--- config.mk ---
export PLATFORM = sky130hd
export DESIGN_NAME = regfile_sequencer_flat
export DESIGN_NICKNAME = d
export VERILOG_FILES = /design/src/rtl/regfile_sequencer_if.sv /design/src/rtl/regfile_sequencer.sv /design/src/flat_wrapper.sv
export SDC_FILE = /design/constraint.sdc
export NUM_CORES = 1
export LEC_CHECK = 0
export CORE_ASPECT_RATIO = 1.5
export CORE_MARGIN = 1
export CORE_UTILIZATION = 46
export DETAILED_ROUTE_END_ITERATION = 8
export GPL_TIMING_DRIVEN = 0
export PLACE_DENSITY = 0.8
export SLEW_MARGIN = 25
export SYNTH_ARGS = -nofsm -noshare
export SYNTH_HDL_FRONTEND = slang
export SYNTH_SLANG_ARGS = --single-unit
--- constraint.sdc ---
create_clock -name CLK -period 3.3 [get_ports CLK]
set_input_delay 0.66 -clock CLK [delete_from_list [all_inputs] [get_ports CLK]]
set_output_delay 0.66 -clock CLK [all_outputs]
set_load 0.02 [all_outputs]
--- src/rtl/regfile_sequencer_if.sv ---
// Signal bundles for regfile_sequencer: requester-side handshake and
// register-file-side initiator port.
interface regfile_sequencer_if;
  localparam int unsigned SEL_W = 5;
  localparam int unsigned DAT_W = 32;

  logic             wr_req;
  logic [SEL_W-1:0] wr_sel;
  logic [DAT_W-1:0] wr_dat;
  logic             wr_ready;
  logic             rd_req;
  logic [SEL_W-1:0] rd_sel1;
  logic [SEL_W-1:0] rd_sel2;
  logic             rd_ready;
  logic             rd_valid;
  logic [DAT_W-1:0] rd_dat1;
  logic [DAT_W-1:0] rd_dat2;

  modport master (
    output wr_req, wr_sel, wr_dat, rd_req, rd_sel1, rd_sel2,
    input  wr_ready, rd_ready, rd_valid, rd_dat1, rd_dat2
  );

  modport slave (
    input  wr_req, wr_sel, wr_dat, rd_req, rd_sel1, rd_sel2,
    output wr_ready, rd_ready, rd_valid, rd_dat1, rd_dat2
  );
endinterface

interface register_file_if;
  localparam int unsigned SEL_W = 5;
  localparam int unsigned DAT_W = 32;

  logic             WEN;
  logic [SEL_W-1:0] wsel;
  logic [DAT_W-1:0] wdat;
  logic [SEL_W-1:0] rsel1;
  logic [SEL_W-1:0] rsel2;
  logic [DAT_W-1:0] rdat1;
  logic [DAT_W-1:0] rdat2;

  modport master (
    output WEN, wsel, wdat, rsel1, rsel2,
    input  rdat1, rdat2
  );

  modport slave (
    input  WEN, wsel, wdat, rsel1, rsel2,
    output rdat1, rdat2
  );
endinterface

--- src/rtl/regfile_sequencer.sv ---
// Arbitrates a single-ported register file between buffered writes and reads,
// forwarding buffered data to reads and forcing drains when writes starve.
module regfile_sequencer (
  input  logic                CLK,
  input  logic                nRST,
  regfile_sequencer_if.slave  req,
  register_file_if.master     rf
);
  localparam int unsigned SEL_W   = 5;
  localparam int unsigned DAT_W   = 32;
  localparam int unsigned CNT_W   = 2;
  localparam int unsigned STARV_W = 3;
  localparam logic [STARV_W-1:0] STARV_LIMIT = STARV_W'(4);

  typedef struct packed {
    logic [SEL_W-1:0] sel;
    logic [DAT_W-1:0] dat;
  } wr_entry_t;

  typedef enum logic [1:0] {
    GRANT_IDLE  = 2'd0,
    GRANT_READ  = 2'd1,
    GRANT_DRAIN = 2'd2
  } grant_e;

  // Entry 0 is always the head of the buffer.
  wr_entry_t [1:0]    fifo_q, fifo_d;
  logic [CNT_W-1:0]   count_q, count_d;
  logic [STARV_W-1:0] starv_q, starv_d;
  logic               force_q, force_d;
  logic               rd_valid_q, rd_valid_d;
  logic [DAT_W-1:0]   rd_dat1_q, rd_dat1_d;
  logic [DAT_W-1:0]   rd_dat2_q, rd_dat2_d;

  grant_e grant;
  logic   wr_ready_c;
  logic   rd_ready_c;
  logic   push;

  // Newest buffered write wins over the register file; r0 always reads zero.
  function automatic logic [DAT_W-1:0] resolve(
    input logic [SEL_W-1:0] sel,
    input wr_entry_t [1:0]  fifo,
    input logic [CNT_W-1:0] cnt,
    input logic [DAT_W-1:0] file_dat
  );
    logic [DAT_W-1:0] r;
    r = file_dat;
    if (cnt >= CNT_W'(1) && fifo[0].sel == sel) r = fifo[0].dat;
    if (cnt == CNT_W'(2) && fifo[1].sel == sel) r = fifo[1].dat;
    if (sel == '0) r = '0;
    return r;
  endfunction

  assign wr_ready_c   = (count_q < CNT_W'(2));
  assign rd_ready_c   = wr_ready_c && !force_q;
  assign req.wr_ready = wr_ready_c;
  assign req.rd_ready = rd_ready_c;
  assign req.rd_valid = rd_valid_q;
  assign req.rd_dat1  = rd_dat1_q;
  assign req.rd_dat2  = rd_dat2_q;

  // Grant arbitration; reset forces IDLE so the file-side outputs read zero.
  always_comb begin
    grant = GRANT_IDLE;
    if (!nRST)                    grant = GRANT_IDLE;
    else if (count_q == CNT_W'(2)) grant = GRANT_DRAIN;
    else if (force_q)             grant = GRANT_DRAIN;
    else if (req.rd_req)          grant = GRANT_READ;
    else if (count_q != '0)       grant = GRANT_DRAIN;
  end

  always_comb begin
    rf.WEN   = 1'b0;
    rf.wsel  = '0;
    rf.wdat  = '0;
    rf.rsel1 = '0;
    rf.rsel2 = '0;
    case (grant)
      GRANT_READ: begin
        rf.rsel1 = req.rd_sel1;
        rf.rsel2 = req.rd_sel2;
      end
      GRANT_DRAIN: begin
        rf.WEN  = 1'b1;
        rf.wsel = fifo_q[0].sel;
        rf.wdat = fifo_q[0].dat;
      end
      default: ;
    endcase
  end

  always_comb begin
    fifo_d     = fifo_q;
    count_d    = count_q;
    starv_d    = starv_q;
    force_d    = force_q;
    rd_valid_d = 1'b0;
    rd_dat1_d  = rd_dat1_q;
    rd_dat2_d  = rd_dat2_q;
    push       = req.wr_req && wr_ready_c && (req.wr_sel != '0);

    // Reads resolve against entries present before this cycle's push.
    if (grant == GRANT_READ) begin
      rd_valid_d = 1'b1;
      rd_dat1_d  = resolve(req.rd_sel1, fifo_q, count_q, rf.rdat1);
      rd_dat2_d  = resolve(req.rd_sel2, fifo_q, count_q, rf.rdat2);
    end

    if (grant == GRANT_DRAIN) begin
      fifo_d[0] = fifo_q[1];
      count_d   = count_q - CNT_W'(1);
    end

    if (push) begin
      fifo_d[count_d[0]] = {req.wr_sel, req.wr_dat};
      count_d            = count_d + CNT_W'(1);
    end

    if (grant == GRANT_DRAIN || count_q == '0) starv_d = '0;
    else if (grant == GRANT_READ)              starv_d = starv_q + STARV_W'(1);

    if (grant == GRANT_DRAIN)        force_d = 1'b0;
    else if (starv_d == STARV_LIMIT) force_d = 1'b1;
  end

  always_ff @(posedge CLK or negedge nRST) begin
    if (!nRST) begin
      fifo_q     <= '0;
      count_q    <= '0;
      starv_q    <= '0;
      force_q    <= 1'b0;
      rd_valid_q <= 1'b0;
      rd_dat1_q  <= '0;
      rd_dat2_q  <= '0;
    end else begin
      fifo_q     <= fifo_d;
      count_q    <= count_d;
      starv_q    <= starv_d;
      force_q    <= force_d;
      rd_valid_q <= rd_valid_d;
      rd_dat1_q  <= rd_dat1_d;
      rd_dat2_q  <= rd_dat2_d;
    end
  end
endmodule

--- src/flat_wrapper.sv ---
// flat-port wrapper written by rule: the top's interface ports become plain ports
module regfile_sequencer_flat 
  (CLK, nRST, req_wr_req, req_wr_sel, req_wr_dat, req_rd_req, req_rd_sel1, req_rd_sel2, req_wr_ready, req_rd_ready, req_rd_valid, req_rd_dat1, req_rd_dat2, rf_WEN, rf_wsel, rf_wdat, rf_rsel1, rf_rsel2, rf_rdat1, rf_rdat2);
  regfile_sequencer_if req_i ();
  register_file_if rf_i ();
  input  logic CLK;
  input  logic nRST;
  input wire logic [$bits(req_i.wr_req)-1:0] req_wr_req;
  input wire logic [$bits(req_i.wr_sel)-1:0] req_wr_sel;
  input wire logic [$bits(req_i.wr_dat)-1:0] req_wr_dat;
  input wire logic [$bits(req_i.rd_req)-1:0] req_rd_req;
  input wire logic [$bits(req_i.rd_sel1)-1:0] req_rd_sel1;
  input wire logic [$bits(req_i.rd_sel2)-1:0] req_rd_sel2;
  output wire logic [$bits(req_i.wr_ready)-1:0] req_wr_ready;
  output wire logic [$bits(req_i.rd_ready)-1:0] req_rd_ready;
  output wire logic [$bits(req_i.rd_valid)-1:0] req_rd_valid;
  output wire logic [$bits(req_i.rd_dat1)-1:0] req_rd_dat1;
  output wire logic [$bits(req_i.rd_dat2)-1:0] req_rd_dat2;
  output wire logic [$bits(rf_i.WEN)-1:0] rf_WEN;
  output wire logic [$bits(rf_i.wsel)-1:0] rf_wsel;
  output wire logic [$bits(rf_i.wdat)-1:0] rf_wdat;
  output wire logic [$bits(rf_i.rsel1)-1:0] rf_rsel1;
  output wire logic [$bits(rf_i.rsel2)-1:0] rf_rsel2;
  input wire logic [$bits(rf_i.rdat1)-1:0] rf_rdat1;
  input wire logic [$bits(rf_i.rdat2)-1:0] rf_rdat2;
  assign req_i.wr_req = req_wr_req;
  assign req_i.wr_sel = req_wr_sel;
  assign req_i.wr_dat = req_wr_dat;
  assign req_i.rd_req = req_rd_req;
  assign req_i.rd_sel1 = req_rd_sel1;
  assign req_i.rd_sel2 = req_rd_sel2;
  assign req_wr_ready = req_i.wr_ready;
  assign req_rd_ready = req_i.rd_ready;
  assign req_rd_valid = req_i.rd_valid;
  assign req_rd_dat1 = req_i.rd_dat1;
  assign req_rd_dat2 = req_i.rd_dat2;
  assign rf_WEN = rf_i.WEN;
  assign rf_wsel = rf_i.wsel;
  assign rf_wdat = rf_i.wdat;
  assign rf_rsel1 = rf_i.rsel1;
  assign rf_rsel2 = rf_i.rsel2;
  assign rf_i.rdat1 = rf_rdat1;
  assign rf_i.rdat2 = rf_rdat2;
  regfile_sequencer u_core (.CLK(CLK), .nRST(nRST), .req(req_i), .rf(rf_i));
endmodule
==> results.cfg <==
[outcome]
status = finished clean

[global_route]
track_usage_pct = 28.20
grt.overflow.total = 0
grt_max_degree = 40
antenna_found_initial = 0
grt_pass1_wl_mm = 33.20
grt_pass1_vias = 6224

[pwr]
comb_power_share_pct = 42.6
seqPwrFrac_pct = 35.0
sw_frac_of_total_pct = 36.57
powerDensity_nw_per_um2 = 901.0
p_switching_mw = 3.397
internal-power_mw = 5.893
power_leakage_nw = 5.109
clock_power_share_pct = 22.4
vdd_drop_max_v = 0.0004200

[placement]
dp_slack_ns = -0.9903
placedCellCount = 1092
dp_hpwl_mm = 14.55
gp_congestion = 0.7882
io_buffer_count = 229

[worst_setup_path]
worstSetupPathType = primary input to output port
worstPathArrival_ns = 2.55
endpoint_kind = output port
regToRegSetupSlack_ns = 0.23
cp_max_fo = 10
r2r_start = u_core.count_q[1]
crit_required_ns = 2.64
ff2ff_path_depth = 10
rr_endpoint = u_core.fifo_q[63]
worstSetupStartpointType = primary input

[synth]
syn-num-nets = 786
syn_area_per_cell_sq_um = 10.46
seq_area_frac_synth_pct = 52.07
synth_cells = 666
synth-seq-cells = 145
synth.distinct_cells = 30
ys_warn_count = 0
syn-cell-area_sq_um = 6968

[drt]
first_pass_iters = 6
routed_wl_mm = 20.79
vias_per_cell = 5.211
wl_per_cell_um = 18.41
drc = 0
drtAntennaViolNets = 0
num_vias = 5883
drtIter0Drc = 237

[sta]
final_max_slew_viol_count = 0
max_freq_mhz = 311.8
final.min_clock_period_ns = 3.207
period_share_pct = 97.19
final_hold_viol_count = 0
slew_headroom_pct = 33.84
layout_setup_ws_ns = 0.09263
setup_viol = 0
tightest_slew_ns = 0.9821
skew_ns = 0.01072

[finish]
diodes = 0
final_common_cell = clkdlybuf4s50_1
area_delta_synth_final_pct = 47.96
drive_above_1_share_pct = 11.47
final_cell_mix = clkdlybuf4s50_1, nand2_1, dfrtp_1, mux2i_1, o21ai_0
stdcell_count = 1129
nets = 1040

[clock_tree]
cts_tree = yes
cts.sinks = 145
cts-root-buf = clkbuf_16
htree_levels = 4
clk_pin_slew_ns = 0.05
clock_latency_ns = 0.42
cts_buffers = 17
cts_buffer_depth = 2
holdBufCountCts = 0

[die]
rows = 54
die_x_um = 102.5
die_area_sq_um = 15650
start_util_pct = 47.53
fp.dieH_um = 152.7
coreArea_sq_um = 14660
ioPinCount = 230

[flow_run]
maxCapViolCount = 0

[hold_path]
hold_class = primary input to async pin
[area by class of cell]
class	instances	area (sq um)
inverters	4	17.52
clock buffers	20	456.7
plain buffers	42	214.0
well taps	196	245.2
multi-input cells	475	3146
clock inverters	12	180.2
flip-flops and latches	145	3628
fillers	1120	4352
repair buffers	235	2422
[metrics by stage]
| step | hold WS (ns) | utilization [%] | power (mW) | cell area [sq um] | TNS [ns] |
|---|---|---|---|---|---|
| 2_1_floorplan | 0.3644 | - | 5.365 | 6968 | 0 |
| 3_3_place_gp | 0.4618 | 64.83 | 7.065 | 9505 | -1771.08 |
| 3_5_place_dp | 0.4693 | 65.05 | 7.186 | 9538 | -48.18 |
| 4_1_cts | 0.08359 | 70.15 | 9.318 | 10280 | 0 |
| 5_1_grt | 0.08774 | 70.32 | 9.844 | 10310 | -0.06577 |
| 6_report | 0.08666 | 70.32 | 9.289 | 10310 | 0 |
[what timing repair did]
item                                   in CTS  in global routing
pin swaps                                   1                  1
buffers inserted                            2                  1
setup endpoints to repair                  78                 65
cloned                                      2                  0
endpoints found under the hold margin       0                  0
resized for setup                          30                 11
[cell families (layout without fill, tap and decap cells)]
| group | count (synthesis) | after routing | share of synthesized area, % |
|---|---|---|---|
| compound gates | 72 | 72 | 5.549 |
| xor+xnor | 13 | 13 | 1.742 |
| fa+ha+maj | 5 | 5 | 0.8978 |
| buf+inv | 46 | 313 | 2.963 |
| flops | 145 | 145 | 52.07 |
| mux | 140 | 140 | 21.44 |
| simple gates | 245 | 245 | 15.33 |
[power by group through the flow]
| stage | logic [mW] | registers [mW] | clock network [mW] |
|---|---|---|---|
| floorplan | 1.79 | 3.58 | 0 |
| global route | 4.30 | 3.36 | 2.18 |
| CTS | 3.98 | 3.25 | 2.09 |
| global placement | 3.83 | 3.23 | 0 |
| finish | 3.96 | 3.25 | 2.08 |
| detailed placement | 3.93 | 3.26 | 0 |
[how the worst max path moves through the flow]
stage | from | to | slack [ns] | cells after the start
final | req_rd_req | rf_wsel[0] | 0.09 | 7
after global routing | u_core.count_q[1] | rf_wsel[2] | -0.01 | 8
after CTS | req_rd_req | rf_wdat[14] | 0.01 | 7
after detailed placement | nRST | rf_wdat[25] | -0.99 | 8
after global placement | nRST | rf_rsel2[1] | -6.47 | 6
after floorplan | u_core.count_q[1] | rf_wdat[25] | 0.52 | 8
[cell usage after synthesis, drive strengths merged]
cell      n  share of area, %
xnor2    10               1.4
nand4     2              0.18
clkbuf   29               1.6
dfrtp   145                52
or3       3              0.27
o22ai     1             0.090
mux2     74                12
nand3     1             0.072
nand2b    2              0.18
nand2   177               9.5
o41ai     1              0.13
xor2      3              0.38
inv       4              0.22
nor3      4              0.29
o311a     1              0.14
and2     47               4.2
mux2i    66               9.5
o31ai     1              0.31
or4       2              0.22
buf      13               1.2
o21ai    66               4.7
ha        5              0.90
nor2      7              0.38
a21oi     2              0.14
[registers in the layout (all words and copies together) (netlist names)]
register	cells
u_core.fifo_q	74
u_core.req.rd_dat2	32
u_core.starv_q	3
u_core.force_q	1
u_core.req.rd_valid	1
u_core.count_q	2
u_core.req.rd_dat1	32
[metal layers]
metal  share of wire, %  GRT usage (%)
met1                 40          32.81
met2                 53          49.90
met3                4.2          5.505
met4                2.8          10.68
met5                  0              0
[worst max-delay path: stages]
cell and delay, ns:
clkdlybuf4s50_1 0.48, nor2_1 0.07, o31ai_4 0.29, inv_4 0.12
clkbuf_4 0.22, and2_1 0.17, clkdlybuf4s50_1 0.53
(Power assumes the default switching activity.)
